## config.mk

```make
export PLATFORM = sky130hd
export DESIGN_NAME = bcd_display_formatter_flat
export DESIGN_NICKNAME = d
export VERILOG_FILES = /design/src/rtl/bcd_fmt_pkg.sv /design/src/rtl/bcd_display_formatter_if.sv /design/src/rtl/bcd_add3.sv /design/src/rtl/bcd_display_formatter.sv /design/src/flat_wrapper.sv
export SDC_FILE = /design/constraint.sdc
export NUM_CORES = 1
export LEC_CHECK = 0
export ABC_AREA = 1
export ABC_CLOCK_PERIOD_IN_PS = 1770
export CORE_ASPECT_RATIO = 1.4
export CORE_MARGIN = 2
export CORE_UTILIZATION = 58
export DETAILED_ROUTE_END_ITERATION = 8
export GPL_TIMING_DRIVEN = 1
export PLACE_DENSITY = 0.84
export SYNTH_ARGS = -nofsm -noshare
export SYNTH_HDL_FRONTEND = slang
export SYNTH_SLANG_ARGS = --single-unit
```

## constraint.sdc

```tcl
create_clock -name CLK -period 1.77 [get_ports CLK]
set_input_delay 0.531 -clock CLK [delete_from_list [all_inputs] [get_ports CLK]]
set_output_delay 0.531 -clock CLK [all_outputs]
set_load 0.05 [all_outputs]
```

## src/rtl/bcd_fmt_pkg.sv

```systemverilog
// rtl/bcd_fmt_pkg.sv - shared types and constants for the BCD display formatter
//
// Purpose: FSM state encoding and width/limit helpers used by the formatter
//          top and its interface.
// Contents:
//   bcd_state_t     FSM states IDLE, SHIFT, FINISH
//   bcd_width()     packed BCD width for a digit count (4 bits per digit)
//   max_decimal()   largest value showable with a digit count (10**d - 1)
package bcd_fmt_pkg;

  typedef enum logic [1:0] {
    IDLE   = 2'd0,
    SHIFT  = 2'd1,
    FINISH = 2'd2
  } bcd_state_t;

  localparam int DEFAULT_BIN_W  = 14;
  localparam int DEFAULT_DIGITS = 4;

  function automatic int bcd_width(input int digits);
    return 4 * digits;
  endfunction

  function automatic int unsigned max_decimal(input int digits);
    int unsigned r;
    r = 1;
    for (int i = 0; i < digits; i++) begin
      r = r * 10;
    end
    return r - 1;
  endfunction

endpackage

```

## src/rtl/bcd_display_formatter_if.sv

```systemverilog
// rtl/bcd_display_formatter_if.sv - request/result bundle for the BCD display formatter
//
// Purpose: groups the conversion request and the result outputs.
// Signals:
//   START  conversion request, sampled on the rising clock edge
//   BIN    unsigned binary value, captured when START is accepted
//   BCD    packed BCD result, digit 0 (ones) in [3:0]
//   BUSY   high while a conversion is in progress
//   DONE   one-cycle pulse, BCD/OVF updated on the same edge
//   OVF    last accepted BIN exceeded the displayable range
// Modports: master (MCU side, drives the request), slave (formatter).
interface bcd_display_formatter_if #(
  parameter int BIN_W  = 14,
  parameter int DIGITS = 4
);

  logic                  START;
  logic [BIN_W-1:0]      BIN;
  logic [4*DIGITS-1:0]   BCD;
  logic                  BUSY;
  logic                  DONE;
  logic                  OVF;

  modport master (
    output START, BIN,
    input  BCD, BUSY, DONE, OVF
  );

  modport slave (
    input  START, BIN,
    output BCD, BUSY, DONE, OVF
  );

endinterface

```

## src/rtl/bcd_add3.sv

```systemverilog
// rtl/bcd_add3.sv - double-dabble nibble correction (+3 when the nibble is 5 or more)
//
// Purpose: combinational per-digit correction applied before each shift.
// Ports:
//   din   4-bit working BCD digit
//   dout  corrected digit
module bcd_add3 (
  input  logic [3:0] din,
  output logic [3:0] dout
);

  assign dout = (din >= 4'd5) ? (din + 4'd3) : din;

endmodule

```

## src/rtl/bcd_display_formatter.sv

```systemverilog
// rtl/bcd_display_formatter.sv - iterative binary-to-BCD converter feeding the seven-segment driver
//
// Purpose: on an accepted START, converts BIN to packed BCD with one
//          shift-add-3 iteration per input bit, then publishes the result
//          (saturated to all nines with OVF set when out of range). The
//          published BCD/OVF hold between conversions so the display never
//          shows intermediate values.
// Ports:
//   CLK    system clock
//   RST_N  synchronous reset, active low
//   bus    slave side of bcd_display_formatter_if (START/BIN in,
//          BCD/BUSY/DONE/OVF out)
module bcd_display_formatter
  import bcd_fmt_pkg::*;
#(
  parameter int BIN_W  = DEFAULT_BIN_W,
  parameter int DIGITS = DEFAULT_DIGITS
) (
  input  logic                    CLK,
  input  logic                    RST_N,
  bcd_display_formatter_if.slave  bus
);

  localparam int          BCD_W   = bcd_width(DIGITS);
  localparam int          CNT_W   = $clog2(BIN_W + 1);
  localparam int unsigned MAX_DEC = max_decimal(DIGITS);

  bcd_state_t         state_q;
  bcd_state_t         state_d;

  logic [BIN_W-1:0]   bin_shift;
  logic [BCD_W-1:0]   bcd_work;
  logic [BCD_W-1:0]   bcd_adj;
  logic [CNT_W-1:0]   cnt;
  logic               ovf_pending;

  logic [BCD_W-1:0]   bcd_q;
  logic               ovf_q;
  logic               done_q;

  // Per-digit correction; nibbles are independent, no carry between them.
  for (genvar g = 0; g < DIGITS; g++) begin : g_add3
    bcd_add3 u_add3 (
      .din  (bcd_work[4*g +: 4]),
      .dout (bcd_adj[4*g +: 4])
    );
  end

  always_comb begin
    state_d = state_q;
    case (state_q)
      IDLE:    if (bus.START) state_d = SHIFT;
      // cnt still holds the iteration count before this edge's decrement,
      // so cnt==1 marks the edge that performs the final iteration.
      SHIFT:   if (cnt == CNT_W'(1)) state_d = FINISH;
      FINISH:  state_d = IDLE;
      default: state_d = IDLE;
    endcase
  end

  always_ff @(posedge CLK) begin
    if (!RST_N) begin
      state_q     <= IDLE;
      bin_shift   <= '0;
      bcd_work    <= '0;
      cnt         <= '0;
      ovf_pending <= 1'b0;
      bcd_q       <= '0;
      ovf_q       <= 1'b0;
      done_q      <= 1'b0;
    end else begin
      state_q <= state_d;
      done_q  <= 1'b0;
      case (state_q)
        IDLE: begin
          if (bus.START) begin
            bin_shift   <= bus.BIN;
            bcd_work    <= '0;
            cnt         <= CNT_W'(BIN_W);
            ovf_pending <= (32'(bus.BIN) > MAX_DEC);
          end
        end
        SHIFT: begin
          {bcd_work, bin_shift} <= {bcd_adj[BCD_W-2:0], bin_shift, 1'b0};
          cnt                   <= cnt - CNT_W'(1);
        end
        FINISH: begin
          bcd_q  <= ovf_pending ? {DIGITS{4'h9}} : bcd_work;
          ovf_q  <= ovf_pending;
          done_q <= 1'b1;
        end
        default: ;
      endcase
    end
  end

  assign bus.BCD  = bcd_q;
  assign bus.OVF  = ovf_q;
  assign bus.DONE = done_q;
  assign bus.BUSY = (state_q != IDLE);

endmodule

```

## src/flat_wrapper.sv

```systemverilog
// flat-port wrapper written by rule: the top's interface ports become plain ports
module bcd_display_formatter_flat import bcd_fmt_pkg::*;
#(
  parameter int BIN_W  = DEFAULT_BIN_W,
  parameter int DIGITS = DEFAULT_DIGITS
)
  (CLK, RST_N, bus_START, bus_BIN, bus_BCD, bus_BUSY, bus_DONE, bus_OVF);
  bcd_display_formatter_if #(.BIN_W(BIN_W), .DIGITS(DIGITS)) bus_i ();
  input  logic CLK;
  input  logic RST_N;
  input wire logic [$bits(bus_i.START)-1:0] bus_START;
  input wire logic [$bits(bus_i.BIN)-1:0] bus_BIN;
  output wire logic [$bits(bus_i.BCD)-1:0] bus_BCD;
  output wire logic [$bits(bus_i.BUSY)-1:0] bus_BUSY;
  output wire logic [$bits(bus_i.DONE)-1:0] bus_DONE;
  output wire logic [$bits(bus_i.OVF)-1:0] bus_OVF;
  assign bus_i.START = bus_START;
  assign bus_i.BIN = bus_BIN;
  assign bus_BCD = bus_i.BCD;
  assign bus_BUSY = bus_i.BUSY;
  assign bus_DONE = bus_i.DONE;
  assign bus_OVF = bus_i.OVF;
  bcd_display_formatter #(.BIN_W(BIN_W), .DIGITS(DIGITS)) u_core (.CLK(CLK), .RST_N(RST_N), .bus(bus_i));
endmodule
```

==> flow_summary_export.csv, run 1 <==
group,metric,value,unit
status,status,"completed",
global_route,grtUsageTotal,0.2281,
global_route,use_met2,0.4002,
sta,min_period,1.643,ns
floorplanning,core,0.004274,mm^2
place,gp_congestion,0.8118,
route,totalWireLength,5.441,mm
setup_path,critPathBufInv,2,
layout,diodes,0,
global_route,grtUsageMet3,0.05296,
sta,timing.slew.headroom,0.7012,
clocking,cts.clk_slew.worst_paths,0.09,ns
route,vias_per_cell,5.385,
global_route,grt_pass1_vias,2238,
setup_path,critical-path-top-delay-family,"flip-flops",
global_route,globalRouteMet1Util,0.2636,
global_route,grt_pass1_wl,9.135,mm
clocking,insertion_delay,0.31,ns
floorplanning,die_area,0.005023,mm^2
setup_path,crit_slowest_cell,"dfxtp_1",
power,power.internal,1.772,mW
yosys,ys_types,23,
clocking,hold_buffers,0,
layout,layout-drive-gt1-share,0.1033,
floorplanning,rows,28,
clocking,cts_sinks,55,
global_route,busiest_layer,"met2",
setup_path,cp-end-kind,"output pin",
layout,final_cell_count_no_fill,457,
place,dp.cells,449,
route,drcViolationCount,0,
sta,fin_crit_sh,0.9283,
yosys,yosysWarningCount,0,
route,drt-pass1-iter-count,4,
setup_path,required,1.24,ns
setup_path,setup.worst_path.class,"flop to output pin",
run,drv_cap,0,
power,cellLeakagePower,1.453,nW
power,p_seq_frac,0.557,
clocking,cts_setup_buffers,0,
yosys,async_flop_share,0,
power,power.switching,0.6008,mW
route,drt-initial-drc-count,93,
sta,final-hold-violation-count,0,
power,ir_drop,0.0005413,V
sta,rsz0062_at_grt,"false",
sta,setup_tns,0,ns
yosys,avgSynthCellArea,7.135,um^2
layout,final_util,0.7550,
floorplanning,die_h,83.07,um
worst_hold_path,hold_path.class,"flop to flop",
setup_path,slowest_delay,0.45,ns
yosys,synthCells,363,
clocking,cts_tree,"yes",
setup_path,arrival,1.11,ns
yosys,synth_ff_type,"dfxtp_1",
setup_path,crit_path_start_kind,"flop",
clocking,htree_num_levels,2,
global_route,grt_max_degree,27,
route,ant_nets,0,
sta,tightest_slew,0.4477,ns
clocking,cts_buffers,5,
sta,clock.fmax,608.6,MHz
global_route,gr-total-overflow,0,
yosys,synth_edf_count,0,
sta,drv_slew,0,
yosys,synth.net_count,390,
setup_path,path_cells,"inv_2 > nand2_1 > buf_12",
power,netSwitchingFraction,0.2533,
floorplanning,die-width,60.48,um
route,wl_per_cell,11.91,um
setup_path,cp_max_fo,4,
global_route,antenna_found_initial,0,
yosys,syn_area,0.002590,mm^2
sta,skew,0.003949,ns
floorplanning,initial_core_util,0.6060,
power,p_per_area,735.2,mW/mm^2
yosys,ys_ff_latch,55,
place,dp_hpwl,3.845,mm
route,vias,2461,
place,io_buffers,35,
power,clockPowerShare,0.316,
power,p_comb_frac,0.127,
clocking,cts_max_path_buffers,2,
yosys,seq_area_frac_synth,0.4251,
layout,syn_to_final_growth,24.59,%
layout,layout_common_cells,"109 x nand2_1, 55 x dfxtp_1, 37 x nand3_1",
layout,fin_nets,423,
layout,final_common_cell,"nand2_1",
floorplanning,ios,36,
sta,setup_viol,0,
clocking,root_buffer,"clkbuf_8",
clocking,cts.repair.resized,0,
## cells in the mapped netlist, types with 2 or more instances
cell / n / area share
a21oi_1: 26 / 0.050
buf_2: 11 / 0.021
buf_4: 2 / 0.0058
clkbuf_1: 2 / 0.0029
dfxtp_1: 55 / 0.43
ha_1: 10 / 0.048
inv_1: 29 / 0.042
inv_2: 3 / 0.0043
nand2_1: 109 / 0.16
nand3_1: 37 / 0.071
nand4_1: 8 / 0.019
nor2_1: 27 / 0.039
nor2_2: 2 / 0.0048
nor3_1: 2 / 0.0039
o211a_1: 9 / 0.035
o211ai_1: 4 / 0.012
o21ai_0: 21 / 0.041
## worst register-to-register path: cells and delay by family, from the launching register on
| family | cells | cell delay (ns) |
|---|---|---|
| adders and majority gates | 1 | 0.23 |
| buffers and inverters | 2 | 0.18 |
| DFF | 1 | 0.45 |
| and+or+nand+nor | 6 | 0.58 |
## kinds of logic after synthesis
group / Yosys count / share of synthesized area
AND/OR/NAND/NOR: 187 / 0.3034
AO/OA/AOI/OAI: 63 / 0.1454
flip-flops: 55 / 0.4251
buffers and inverters: 48 / 0.07777
adder cells (fa/ha/maj): 10 / 0.04831
## worst paths after layout
check / startpoint / end / slack (ns) / cells past startpoint
setup / recovery: u_core.state_q[1]$_SDFFE_PN0P_ / bus_BUSY / 0.13 / 3
hold / removal: u_core.bus.BCD[4]$_SDFFE_PN0P_ / u_core.bus.BCD[4]$_SDFFE_PN0P_ / 0.47 / 2
setup reg to reg: u_core.bcd_work[8]$_SDFFE_PN0P_ / u_core.bcd_work[12]$_SDFFE_PN0P_ / 0.27 / 9
hold reg to reg: u_core.bus.BCD[4]$_SDFFE_PN0P_ / u_core.bus.BCD[4]$_SDFFE_PN0P_ / 0.47 / 2
## state kept, by name (all words and copies together), names as in the netlist
register,count
u_core.bus.BCD,16
u_core.ovf_pending,1
u_core.bus.OVF,1
u_core.cnt,4
u_core.bin_shift,14
u_core.bcd_work,16
u_core.state_q,2
u_core.bus.DONE,1
## layer usage
metal	up-vias	part of all wire
met5	-	0
met2	71	0.52
met1	1125	0.41
met3	8	0.051
li1	1257	-
met4	0	0.012
## power by group through the flow
stage	Sequential, mW	Clock, mW	Combinational (mW)
2_1_floorplan	1.34	0	0.204
3_3_place_gp	1.35	0	0.291
3_5_place_dp	1.35	0	0.301
4_1_cts	1.32	0.758	0.303
5_1_grt	1.33	0.798	0.341
6_report	1.32	0.750	0.302
## cell type report
type | count | area (um^2)
timing repair buffer | 42 | 543.0
fill | 337 | 1047
multi-input combinational | 260 | 1287
clock buffer | 8 | 100.1
tap | 60 | 75.07
sequential | 55 | 1101
inverter | 32 | 120.1
## per-stage QoR
step                      hold WS [ns]  instance area, um^2  power (mW)  setup WS, ns
after floorplan                 0.4239                 2590       1.544        0.4122
after global placement          0.4421                 3127       1.637       0.04639
after detailed placement        0.4597                 3127       1.649      0.002314
after CTS                       0.4772                 3227       2.381        0.1196
after global routing            0.4941                 3227       2.466       0.08293
final                           0.4719                 3227       2.372        0.1269
Power figures use the tool's default switching activity.
==> run 2: changes to the inputs <==
Settings changed: CTS_CLUSTER_DIAMETER from default to 150, TNS_END_PERCENT from default to 5.
==> results of run 2 <==
Final layout, timing and power as in run 1 (identical DEF).
